`config.mk`:
```
export PLATFORM = sky130hd
export DESIGN_NAME = link_monitor
export DESIGN_NICKNAME = d
export VERILOG_FILES = /design/src/rtl/link_monitor.sv
export SDC_FILE = /design/constraint.sdc
export NUM_CORES = 1
export LEC_CHECK = 0
export BUFFER_PORTS_ARGS = -buffer_cell sky130_fd_sc_hd__clkbuf_2
export CAP_MARGIN = 5
export CORE_ASPECT_RATIO = 2
export CORE_MARGIN = 2
export CORE_UTILIZATION = 46
export DETAILED_ROUTE_END_ITERATION = 8
export GPL_TIMING_DRIVEN = 0
export HOLD_SLACK_MARGIN = 0.05
export PLACE_DENSITY = 0.7
export SYNTH_ARGS = -nofsm -noshare
export SYNTH_HDL_FRONTEND = slang
export SYNTH_SLANG_ARGS = --single-unit
```
`constraint.sdc`:
```
create_clock -name clk -period 2 [get_ports clk]
set_clock_uncertainty 0.05 [all_clocks]
set_input_delay 0.1 -clock clk [delete_from_list [all_inputs] [get_ports clk]]
set_output_delay 0.1 -clock clk [all_outputs]
set_load 0.02 [all_outputs]
```
`src/rtl/link_monitor.sv`:
```
// link_monitor: gates the descrambler on signal detect and decides link-up.
// A link is declared up only after descrambler lock has been held for a full
// stabilize interval; fail_count records every loss of an established link.
module link_monitor #(
    parameter logic [15:0] STABILIZE_CYCLES      = 16'd41250,
    parameter logic [15:0] TEST_STABILIZE_CYCLES = 16'd625,
    parameter logic [15:0] LOCK_TIMEOUT_CYCLES   = 16'd12500
) (
    input  logic       clk,
    input  logic       rst_n,
    input  logic       signal_status,
    input  logic       locked,
    input  logic       test_mode,
    output logic       descramble_enable,
    output logic       link_status,
    output logic [2:0] state,
    output logic [7:0] fail_count
);

    localparam int unsigned TIMER_W = 16;
    localparam int unsigned STATE_W = 3;
    localparam int unsigned FAIL_W  = 8;

    localparam logic [STATE_W-1:0] ST_DOWN       = 3'd0;
    localparam logic [STATE_W-1:0] ST_WAIT_LOCK  = 3'd1;
    localparam logic [STATE_W-1:0] ST_RETRY      = 3'd2;
    localparam logic [STATE_W-1:0] ST_HYSTERESIS = 3'd3;
    localparam logic [STATE_W-1:0] ST_UP         = 3'd4;

    // Timer reload values; a zero-length parameter behaves as one cycle.
    localparam logic [TIMER_W-1:0] LOCK_LOAD =
        (LOCK_TIMEOUT_CYCLES == 16'd0) ? 16'd0 : LOCK_TIMEOUT_CYCLES - 16'd1;
    localparam logic [TIMER_W-1:0] STAB_LOAD =
        (STABILIZE_CYCLES == 16'd0) ? 16'd0 : STABILIZE_CYCLES - 16'd1;
    localparam logic [TIMER_W-1:0] TEST_STAB_LOAD =
        (TEST_STABILIZE_CYCLES == 16'd0) ? 16'd0 : TEST_STABILIZE_CYCLES - 16'd1;

    localparam logic [FAIL_W-1:0] FAIL_MAX = 8'd255;

    logic [STATE_W-1:0] state_q, state_d;
    logic [TIMER_W-1:0] timer_q, timer_d;
    logic [FAIL_W-1:0]  fail_q, fail_d;
    logic               de_q, de_d;
    logic               link_q, link_d;

    // State, timer, counter and output registers with synchronous reset.
    always_ff @(posedge clk) begin
        if (!rst_n) begin
            state_q <= ST_DOWN;
            timer_q <= '0;
            fail_q  <= '0;
            de_q    <= 1'b0;
            link_q  <= 1'b0;
        end else begin
            state_q <= state_d;
            timer_q <= timer_d;
            fail_q  <= fail_d;
            de_q    <= de_d;
            link_q  <= link_d;
        end
    end

    // Next-state, timer and next-output decode; outputs follow the next state.
    always_comb begin
        state_d = state_q;
        timer_d = timer_q;
        fail_d  = fail_q;

        if (!signal_status) begin
            state_d = ST_DOWN;
            timer_d = '0;
        end else begin
            case (state_q)
                ST_DOWN: begin
                    state_d = ST_WAIT_LOCK;
                    timer_d = LOCK_LOAD;
                end
                ST_WAIT_LOCK: begin
                    if (locked) begin
                        state_d = ST_HYSTERESIS;
                        timer_d = test_mode ? TEST_STAB_LOAD : STAB_LOAD;
                    end else if (timer_q == '0) begin
                        state_d = ST_RETRY;
                    end else begin
                        timer_d = timer_q - TIMER_W'(1);
                    end
                end
                ST_RETRY: begin
                    state_d = ST_WAIT_LOCK;
                    timer_d = LOCK_LOAD;
                end
                ST_HYSTERESIS: begin
                    if (!locked) begin
                        state_d = ST_WAIT_LOCK;
                        timer_d = LOCK_LOAD;
                    end else if (timer_q == '0) begin
                        state_d = ST_UP;
                    end else begin
                        timer_d = timer_q - TIMER_W'(1);
                    end
                end
                ST_UP: begin
                    if (!locked) begin
                        state_d = ST_WAIT_LOCK;
                        timer_d = LOCK_LOAD;
                    end
                end
                default: begin
                    state_d = ST_DOWN;
                    timer_d = '0;
                end
            endcase
        end

        // Count every departure from UP, saturating.
        if ((state_q == ST_UP) && (state_d != ST_UP) && (fail_q != FAIL_MAX)) begin
            fail_d = fail_q + FAIL_W'(1);
        end

        de_d   = (state_d == ST_WAIT_LOCK) || (state_d == ST_HYSTERESIS) ||
                 (state_d == ST_UP);
        link_d = (state_d == ST_UP);
    end

    assign state             = state_q;
    assign descramble_enable = de_q;
    assign link_status       = link_q;
    assign fail_count        = fail_q;

endmodule

```
# Word-level counts from Yosys, hierarchy flattened

Cells that the tools add are included.

Add/subtract/negate cells: 2
Multiply operators: 0
Div/mod/pow operators: 0
Magnitude comparators: 0
Equal/unequal tests: 10
Shift-type cells: 0
Mux-type cells: 13
Bitwise operators: 0
Reductions and logical operators: 8

Operators with widths:

| operator                                                              | count |
|---|---|
| 16-bit 2-to-1 mux                                                     | 5 |
| 16-bit one-hot mux with 4 select lines                                | 1 |
| 3-bit 2-to-1 mux                                                      | 6 |
| 16-bit zero test                                                      | 1 |
| 16-bit by 1-bit subtractor with 16-bit output, second input constant  | 1 |
| 3-bit one-hot mux with 4 select lines                                 | 1 |
| 3-bit by 2-bit equality test with 1-bit output, second input constant | 3 |
| 8-bit by 1-bit adder with 8-bit output, second input constant         | 1 |
| 8-bit != test, second input constant                                  | 1 |
| 3-bit by 1-bit equality test with 1-bit output, second input constant | 2 |
| 3-bit equality test, second input constant                            | 2 |
| 3-bit zero test                                                       | 1 |
| 3-bit != test, second input constant                                  | 1 |
| 1-bit logical AND                                                     | 2 |
| 1-bit logical OR                                                      | 2 |
| 2-bit != test, second input constant                                  | 1 |
| 2-bit AND reduction                                                   | 1 |
| 2-bit OR reduction                                                    | 1 |

Flip-flop bits (word level): 29
Latch bits: 0
Memory bits (writable): 0
Bits in read-only memories: 0
Bits of input ports: 5
Output and inout port bits: 13
Memories: 0

# Depth between registers and ports, before layout

Depth in word-level cells: 8
Gate-level depth with buffers: 7

# Worst setup path before layout

Ideal clock, no wire load.

Path type: register to register
Start: register timer_q[0]
End: register timer_q[12]
Setup time: 127 ps
Data arrival time: 1734 ps
Required time: 1823 ps
Path slack: 89 ps
Cell stages (with the launch flop): 8
Path through: dfxtp_1 > inv_1 > ha_1 > nor3b_2 > nand4_4 > mux2i_1 > a2111oi_0 > or3_1

Word-level cells in the longest chain between the ends: 4
Elaborated cells on any way between the ends: 6

Ends and longest elaborated chain:

| item                                                                              | line   | text |
|---|---|---|
| start: declaration                                                                | 41     | `logic [TIMER_W-1:0] timer_q, timer_d;` |
| start signal: assignment                                                          | 56     | `timer_q <= timer_d;` |
| 16-bit by 1-bit subtractor with 16-bit output or 16-bit zero test (tied branches) | -      |  |
| 16-bit 2-to-1 mux *                                                               | 82, 96 |  |
| 16-bit 2-to-1 mux, on equally long branches                                       | 93, 79 |  |
| 16-bit one-hot mux with 4 select lines *                                          | 73     | `case (state_q)` |

Mark *: on every way between the ends. The rest lies on a longest branch, timed or not.
A chain may end at the register's enable or synchronous reset.

# Final worst setup path

Start: register timer_q[1]
End: register timer_q[7]

The elaborated chain is that of the path after synthesis.

==> results.md <==
* DR vias at 1939
* Top delay family on crit path: simple AND/OR/NAND/NOR gates
* Netlist cell types at 58
* Hold Crit Depth at 2
* CP bufs+invs at 2
* Final setup viols at 0
* Fin util at 56.5%
* Ports at 18
* Most common cell after layout, fill and taps aside: dfxtp_1
* Core Footprint at 3840 um^2
* R2r startpoint: timer_q[1]
* Reg2reg end: timer_q[7]
* Design Area, Final at approximately 2200 um^2
* Clock root buffer: clkbuf_8
* Final worst-path cycle share at 98.0%
* H-tree levels at 2
* Worst Setup Slack post-DPL at -0.321 ns
* Antenna cells at 0
* Tot GR Track Use at 25.7%
* Syn_nets at 239
* Post-synth ARST share at 0%
* Global route total overflow at 0
* Via density at 6.14
* Tmin final at 1.96 ns
* Area after DPL at roughly 2000 um^2
* WL/cell at 17.5 um
* Slew @ Worst Pin at 0.630 ns
* Final HPWL DP at 3960 um
* WHS at between 0.08 and 0.09 ns
* Total Wirelength at 5540 um
* Total leakage power at around 0.85 nW
* Post-synthesis sequential area ratio at between 30% and 40%
* EDFF count, synth at 0
* WS Path Type: flip-flop to flip-flop
* Top FF cell, synth: dfxtp_1
* Worst setup SP type: flip-flop
* RSZ-0062 raised after global routing: yes
* Max_cap viols at 0
* Die area at 4520 um^2
* First-pass GRT wire length at ~8800 um
* Critical-path cell list: inv_1 > ha_2 > nor3b_4 > nand4_4 > buf_4 > o2111ai_1 > xor2_1 > a31oi_1
* IR drop worst, VDD at roughly 0.42 mV
* Worst path slowest cell: dfxtp_2
* Count of final hold-check violations at 0
* Area Growth Syn to Fin at 19.1%
* Detail Route Antenna Nets at 0
* Gate Count Post-Synth at 232
* Largest net degree at the start of global routing at 11
* Maximum clock rate at 510 MHz
* R2r worst-path depth at 8
* Initial antenna violation count at 0
* DRT Pass-1 Iters at 4
* Post-CTS Hold Buffers at 0
* Outcome: complete, no violations
* Total of warnings raised by yosys at 0
* CP Data Arrival Time at a little over 2 ns
* CTS max path bufs at 2
* Nets at around 270
* I/O Buffers at 16
* Most frequent cells in the layout: dfxtp_1, nand2_1, nor2_1
* Number of global-route vias before repair at 1911
* Chip Height at 93.1 um
* CTS Sinks at 29
* Worst Min Path Start: rst_n
* CTS Buf Count at 5
* Relative slew slack at between 50% and 60%
* CTS tree: built
* Pwr per Cell Area at between 600 and 700 nW/um^2
* Layout cells sized above 1 at 21.1%
* Initial Util at between 40% and 50%
* Clk slew on worst S/H paths at 0.06 ns
* Mapped Area at 1820 um^2
* Worst-Skew Late Latency at ~0.30 ns
* Cell Rows at 32
* Worst-path fanout max at 5
* Drt drc at 0
* Drt first-iter violations at 82
* FF-to-FF setup slack at around 0.04 ns
* CP max stage delay at 0.34 ns
* Gpl congestion at 1.02
* Synthesized flop and latch total at 29
* Final Max Slew Viols at 0
* Die W at 48.5 um
* Worst Hold End: fail_count[0]
* Worst min-delay path category: input pin to flip-flop
* Avg Inst Size Synth at between 7 and 8 um^2
* Critical path capture point type: flip-flop
* Setup_tns at 0 ns
* Required time worst endpoint at about 2.1 ns
* Final worst slack at roughly 0.041 ns
-- how the worst max path moves through the flow --
stage / start / to / slack, ns / cells after the start
3_3_place_gp: timer_q[0] / link_status / -0.29 / 7
5_1_grt: timer_q[1] / timer_q[7] / -0.04 / 8
6_report: timer_q[1] / timer_q[7] / 0.04 / 8
2_1_floorplan: timer_q[0] / timer_q[12] / 0.09 / 7
4_1_cts: timer_q[0] / timer_q[12] / 0.03 / 7
3_5_place_dp: timer_q[0] / link_status / -0.32 / 7
-- cell type report --
cell class                      count  area [um^2]
Fill cell                         383         1670
Multi-Input combinational cell    183         1210
Timing Repair Buffer               25          151
Sequential cell                    29          583
Buffer                             10         42.5
Tap cell                           51         63.8
Clock buffer                        6         72.6
Inverter                           10         37.5
Clock inverter                      2         10.0
-- where the power goes --
group / switching (mW) / internal (mW)
logic: 0.187 / 0.127
registers: 0.0307 / 0.598
clock network: 0.241 / 0.240
-- layer usage --
| metal | share of wire (%) | up-vias | GRT usage [%] |
|---|---|---|---|
| met2 | 54 | 95 | 48.0 |
| met1 | 34 | 892 | 22.5 |
| li1 | - | 916 | - |
| met3 | 5.5 | 36 | 6.71 |
| met4 | 6.4 | 0 | 20.7 |
| met5 | 0 | - | 0 |
-- state kept, by name (all words and copies together), names as in the netlist --
register           count
descramble_enable      1
link_status            1
fail_count             8
timer_q               16
state                  3
-- timing repair --
action,4_1_cts,5_1_grt
setup endpoints to repair,18,20
gates resized for setup,4,10
pin swaps,1,4
hold endpoints to repair,0,0
cloned,0,1
buffers inserted,3,6
-- cells by family (layout without fill, tap and decap cells) --
family | Yosys count | after routing | synth area share (%)
flip-flops | 29 | 29 | 31.8
buffers and inverters | 21 | 53 | 4.46
AND/OR/NAND/NOR | 107 | 108 | 32.6
XOR/XNOR | 11 | 11 | 5.28
adder cells (fa/ha/maj) | 2 | 2 | 1.37
AO/OA/AOI/OAI | 60 | 60 | 23.4
multiplexers | 2 | 2 | 1.10
-- per-stage QoR --
| step | power, mW | std cells |
|---|---|---|
| finish | 1.42 | 316 |
| global route | 1.49 | 316 |
| CTS | 1.39 | 310 |
| detailed placement | 0.897 | 299 |
| global placement | 0.897 | 299 |
| floorplan | 0.828 | 232 |
-- cells in the mapped netlist (2+ instances only) --
cell type | n | area share (%)
nand4_1 | 3 | 1.0
nor4_1 | 3 | 1.0
o22ai_1 | 2 | 0.69
nand2_1 | 25 | 5.1
nand3_1 | 12 | 3.3
o311ai_0 | 2 | 0.96
nand2b_1 | 3 | 1.0
o21ai_0 | 10 | 2.7
xor2_1 | 9 | 4.3
nor2_1 | 23 | 4.7
clkbuf_1 | 9 | 1.9
and4_1 | 3 | 1.4
a21oi_1 | 14 | 3.8
nor2b_1 | 4 | 1.4
a31oi_1 | 4 | 1.4
and2_1 | 7 | 2.4
o2111ai_1 | 4 | 1.9
xnor2_1 | 2 | 0.96
nor3_1 | 7 | 1.9
or3_1 | 4 | 1.4
inv_1 | 10 | 2.1
a211oi_1 | 3 | 1.2
dfxtp_1 | 29 | 32
mux2i_1 | 2 | 1.1
ha_1 | 2 | 1.4
o221ai_1 | 2 | 0.96
buf_2 | 2 | 0.55
a21boi_0 | 2 | 0.82
(Power assumes the default switching activity.)
